--- config.mk ---
export PLATFORM = sky130hd
export DESIGN_NAME = con_modn_updown
export DESIGN_NICKNAME = d
export VERILOG_FILES = /design/src/rtl/con_modn_updown.sv
export SDC_FILE = /design/constraint.sdc
export NUM_CORES = 1
export LEC_CHECK = 0
export BUFFER_PORTS_ARGS = -buffer_cell sky130_fd_sc_hd__buf_2
export CELL_PAD_IN_SITES_DETAIL_PLACEMENT = 0
export CELL_PAD_IN_SITES_GLOBAL_PLACEMENT = 1
export CORE_AREA = 5 5 42 44
export CTS_CLUSTER_DIAMETER = 200
export DETAILED_ROUTE_END_ITERATION = 10
export DIE_AREA = 0 0 47 49
export GPL_ROUTABILITY_DRIVEN = 0
export GPL_TIMING_DRIVEN = 0
export PLACE_DENSITY_LB_ADDON = 0.1
export SETUP_SLACK_MARGIN = 0.05
export SLEW_MARGIN = 5
export SYNTH_ARGS = -nofsm -noshare
export SYNTH_HDL_FRONTEND = slang
export SYNTH_SLANG_ARGS = --single-unit
--- constraint.sdc ---
create_clock -name clk -period 2.2 [get_ports clk]
set_clock_uncertainty 0.2 [all_clocks]
set_input_delay 0.44 -clock clk [delete_from_list [all_inputs] [get_ports clk]]
set_output_delay 0.44 -clock clk [all_outputs]
set_load 0.02 [all_outputs]
--- src/rtl/con_modn_updown.sv ---
// Parametrised modulo-N up/down counter with preset, parallel load, terminal count and wrap carry.
// Optional macro MODN_GRAY_OUT_EN: q presents the Gray code of the count instead of binary.
module con_modn_updown #(
  parameter int WIDTH = 3,
  parameter int MOD   = 7
) (
  input  logic             clk,
  input  logic             rst_n,
  input  logic             en,
  input  logic             set,
  input  logic             load,
  input  logic             up_dn,
  input  logic [WIDTH-1:0] d,
  output logic [WIDTH-1:0] q,
  output logic             tc,
  output logic             carry,
  output logic             load_err
);

  localparam int             WP1   = WIDTH + 1;
  localparam logic [WIDTH-1:0] MAX = WIDTH'(MOD - 1);
  localparam logic [WIDTH:0]   MOD_W = WP1'(MOD);

  if (MOD < 2 || MOD > (1 << WIDTH)) begin : g_bad_mod
    $error("con_modn_updown: MOD must satisfy 2 <= MOD <= 2**WIDTH");
  end

  logic [WIDTH-1:0] count, count_nxt;
  logic             carry_nxt, load_err_nxt;

  always_comb begin
    // NOTE: every output of this block gets a default first so no path can infer a latch.
    count_nxt    = count;
    carry_nxt    = 1'b0;
    load_err_nxt = 1'b0;
    if (set) begin
      count_nxt = MAX;
    end else if (load) begin
      // Out-of-range loads land on 0 so the count never leaves 0..MOD-1.
      if ({1'b0, d} < MOD_W) begin
        count_nxt = d;
      end else begin
        count_nxt    = '0;
        load_err_nxt = 1'b1;
      end
    end else if (en) begin
      if (up_dn) begin
        if (count == MAX) begin
          count_nxt = '0;
          carry_nxt = 1'b1;
        end else begin
          count_nxt = count + WIDTH'(1);
        end
      end else begin
        if (count == '0) begin
          count_nxt = MAX;
          carry_nxt = 1'b1;
        end else begin
          count_nxt = count - WIDTH'(1);
        end
      end
    end
  end

  always_ff @(posedge clk or negedge rst_n) begin
    // NOTE: sequential state uses non-blocking assignments so all registers update together.
    if (!rst_n) begin
      count    <= '0;
      carry    <= 1'b0;
      load_err <= 1'b0;
    end else begin
      count    <= count_nxt;
      carry    <= carry_nxt;
      load_err <= load_err_nxt;
    end
  end

  assign tc = en & ~set & ~load & (up_dn ? (count == MAX) : (count == '0));

`ifdef MODN_GRAY_OUT_EN
  logic [WIDTH-1:0] gray_q;

  // Gray register is fed from the next binary count so it tracks count on the same edge.
  always_ff @(posedge clk or negedge rst_n) begin
    if (!rst_n) begin
      gray_q <= '0;
    end else begin
      gray_q <= count_nxt ^ (count_nxt >> 1);
    end
  end

  assign q = gray_q;
`else
  assign q = count;
`endif

endmodule
# == Yosys cells after proc, flatten, opt, wreduce, memory -nomap -nowiden ==
# Cells that the tools add are included.
# word_totals
register_bits,5
output_inout_bits,6
# op_classes
n_addsub,2
magnitude_cmp,1
eq_ne,1
muxes,17
bitwise,5
reduce_logical,2
# op_table
operator,count
3-bit two-way mux,7
1-bit two-way mux,10
3-bit by 1-bit adder with 3-bit output (second input constant),1
1-bit AND,3
3-bit equality test (second input constant),1
3-bit zero test,1
3-bit < comparator (second input constant),1
3-bit nonzero test,1
3-bit by 1-bit subtractor with 3-bit output (second input constant),1
1-bit inverter,2

# == Logic depth before layout (Yosys ltp) ==
# logic_depth
ltp_word,6
depth_mapped,5

# == Worst setup path before layout ==
# OpenSTA, ideal clock, no wires.
# synth_timing
path_kind,register to output
startpoint,register count[0] (netlist: q[0])
endpoint,output tc
arrival_ns,1.326
required_ns,1.560
slack_ns,0.234
stages_incl_launch_ff,6
n_path_buf,0
cell_sequence,dfrtp_1 > inv_1 > ha_1 > nand2b_1 > o21ai_0 > and3_1
# synth_via
elab_chain_cells,3
word_cells_on_any_way,4
cone_classes,1 x eq/ne; 1 x mux; 1 x bitwise; 1 x reduce/logical
# synth_lines
element,line_no,source
start: declaration,28,"logic [WIDTH-1:0] count, count_nxt;"
start signal: assignment,72,count <= count_nxt;
3-bit equality test or 3-bit zero test (tied branches),78,assign tc = en & ~set & ~load & (up_dn ? (count == MAX) : (count == '0));
1-bit two-way mux *,78,
1-bit AND *,78,
end: declaration,15,"output logic tc,"
# Mark *: on every way between the ends. The rest lies on a longest branch, timed or not.

# == Worst setup path after layout ==
# layout_timing
startpoint,register count[1] (netlist: q[1])
endpoint,output tc
# The elaborated chain is that of the path after synthesis.

==> reports/results.tsv <==
stage	metric	value	unit
floorplanning	std cell rows	14	
flow_run	number of max-cap violations	0	
global_routing	GRT Residual Overflow	0	
setup_path	worst setup path startpoint	q[1]$_DFFE_PN0P_	
drt	WL met1	548	um
cts	Worst-path clk slew	0.04	ns
floorplanning	I/O pin count	15	
timing	Worst Max-Slew Pin Slew	0.304	ns
drt	Avg Vias per Cell	4.84	
synth	mean post-synth cell area	9.22	um2
timing	# setup viols final	0	
timing	Tmin final	2.13	ns
layout	commonest non-fill, non-tap cell in the layout	buf_2	
setup_path	kind of critical path	register to output port	
setup_path	CP Launch Type	register	
power	leakage	0.317	nW
hold_path	HP Start	d[1]	
place	port buffer count	13	
cts	clk root buf	clkbuf_4	
cts	clock buffer depth	2	
timing	Max Slew Vio Count	0	
timing	Final Hold Violating Endpoints	0	
cts	TritonCTS Buffers	3	
setup_path	CP max FO	5	
synth	post-synthesis sequential area ratio	29.5	%
global_routing	antenna violations before repair	0	
layout	post-layout instance area	643	um2
place	Inst Count DP	75	
drt	Antenna Violating Nets Remaining	0	
cts	CTS tree	yes	
drt	first-pass iteration count of the detailed router	2	
synth	Syn Nets	60	
drt	detailed-route DRC error count	0	
setup_path	RR Startpoint	q[1]$_DFFE_PN0P_	
drt	Max Used Layer	met3	
hold_path	Worst Hold Class	primary input to register	
drt	WL per Instance	13.3	um
place	Detail Placement HPWL	791	um
timing	Final period util	96.8	%
floorplanning	Die Area	2300	um2
floorplanning	Die Ht	49	um
timing	unrepaired setup endpoints after global routing	true	
floorplanning	Chip Width	47	um
power	VDD IR max	0.194	mV
floorplanning	CORE AREA	1400	um2
power	PwrDens	510	nW/um2
cts	TritonCTS Sinks	5	
global_routing	GRT Total Usage	10.6	%
power	post-layout power	0.328	mW
setup_path	Worst Setup End Kind	output port	
layout	nets	84	
drt	DR vias	411	
layout	FILL cells	151	
cts	later-pin clock latency in the skew report	0.23	ns
floorplanning	Initial Utilization	30.3	%
synth	yosys warns	0	
timing	TNS Setup	0	ns
layout	Syn-to-layout area delta	51.6	%
synth	Syn Inst Count	46	
layout	antenna diode count	0	
layout	count of non-filler cells in the finished layout	85	
drt	DRT iter0 DRCs	1	
status	status	finished, final reports clean	
timing	relative slew slack	79.7	%
synth	Post-Syn Area	424	um2
setup_path	CP required	1.56	ns
timing	maximum clock rate	469	MHz
synth	FF+latch count, synth	5	
drt	WL met3	65	um
layout	fin util	45.9	%
global_routing	largest net degree at the start of global routing	10	
drt	WL final	1.13	mm
global_routing	number of global-route vias before repair	432	
layout	share of post-route cells with drive strength above 1	49.3	%
global_routing	first-pass GRT wire length	1.71	mm
synth	count of cell types in the netlist	24	
setup_path	Worst EP arrival	1.49	ns
layout	commonest cells after routing, fill and taps aside	12 x buf_2, 5 x buf_4	
cts	H-tree depth	1	
drt	met2 WL	517	um
place	Area after DPL	509	um2
critical path, cell delays in order (launching register included):
cell and delay (ns):
dfrtp_2 0.44, inv_2 0.11, ha_4 0.16, nand2b_4 0.06, o21ai_4 0.17, and3_4 0.21, buf_6 0.11
registers in the layout (all words and copies together) (netlist names):
register and count:
carry 1, load_err 1, q 3
cell families after synthesis:
logic type	count (synthesis)	share of synthesized area (%)
flip-flops	5	29.5
adder cells (fa/ha/maj)	5	14.7
buffers and inverters	6	7.08
AND/OR/NAND/NOR	17	22.4
AO/OA/AOI/OAI	12	22.7
multiplexers	1	3.54
where the power goes:
group | internal [mW] | switching (mW)
combinational | 0.0576 | 0.0585
sequential | 0.0989 | 0.0108
clock | 0.0683 | 0.0337
total | 0.225 | 0.103
final cells by class:
type / count / area (um2) / area share [%]
inverters: 5 / 21.3 / 3.31
plain buffers: 1 / 11.3 / 1.75
repair buffers: 19 / 119 / 18.5
flip-flops and latches: 5 / 128 / 19.8
multi-input cells: 35 / 318 / 49.4
clock buffers: 4 / 26.3 / 4.09
well taps: 16 / 20.0 / 3.11
path summary, 6_finish.rpt:
| kind | end | slack (ns) | cells past startpoint |
|---|---|---|---|
| setup / recovery | tc | 0.07 | 6 |
| hold / removal | load_err$_DFF_PN0_ | 0.28 | 3 |
| setup reg to reg | q[1]$_DFFE_PN0P_ | 0.47 | 6 |
| hold reg to reg | q[0]$_DFFE_PN0P_ | 0.40 | 3 |
| max in group asynchronous | q[1]$_DFFE_PN0P_ | 1.31 | 2 |
| min in group asynchronous | carry$_DFF_PN0_ | 0.35 | 2 |
timing repair:
item                                    CTS  global route
endpoints found under the hold margin     5             0
gates resized for setup                   7             9
endpoints found under the setup margin    1             1
setup buffers                             1             4
pin swaps                                 0             3
hold buffers                              1             0
gates cloned                              0             0
Yosys cell counts:
| cell type | n | area [um2] |
|---|---|---|
| a21oi_1 | 1 | 5.00 |
| o31ai_1 | 1 | 7.51 |
| a2111oi_1 | 1 | 10.0 |
| inv_1 | 5 | 18.8 |
| and3b_1 | 1 | 8.76 |
| ha_1 | 5 | 62.6 |
| nor2b_1 | 3 | 18.8 |
| and3_1 | 2 | 12.5 |
| nand2_1 | 2 | 7.51 |
| a32oi_1 | 1 | 8.76 |
| nor4bb_1 | 1 | 10.0 |
| o32a_1 | 1 | 10.0 |
| mux2_4 | 1 | 15.0 |
| o21ai_0 | 3 | 15.0 |
| a31oi_1 | 1 | 6.26 |
| nor2_1 | 3 | 11.3 |
| a221oi_2 | 1 | 15.0 |
| nand3_1 | 2 | 10.0 |
| buf_6 | 1 | 11.3 |
| a21bo_2 | 1 | 10.0 |
| nand2b_1 | 1 | 6.26 |
| dfrtp_1 | 5 | 125 |
| a2bb2oi_1 | 1 | 8.76 |
| nor3_1 | 2 | 10.0 |
layer usage:
layer,global-route usage (%),vias up
met5,0,-
met3,1.48,0
li1,-,213
met2,15.2,13
met1,13.6,185
met4,8.29,0
through the flow:
| stage | hold WS, ns | setup slack, ns |
|---|---|---|
| 5_1_grt | 0.292 | 0.00409 |
| 4_1_cts | 0.271 | 0.0601 |
| 2_1_floorplan | -0.0556 | 0.234 |
| 3_5_place_dp | 0.0562 | 0.0817 |
| 3_3_place_gp | 0.0545 | 0.0823 |
| 6_report | 0.279 | 0.0696 |
Note: power is estimated with default switching activity, not from simulation.
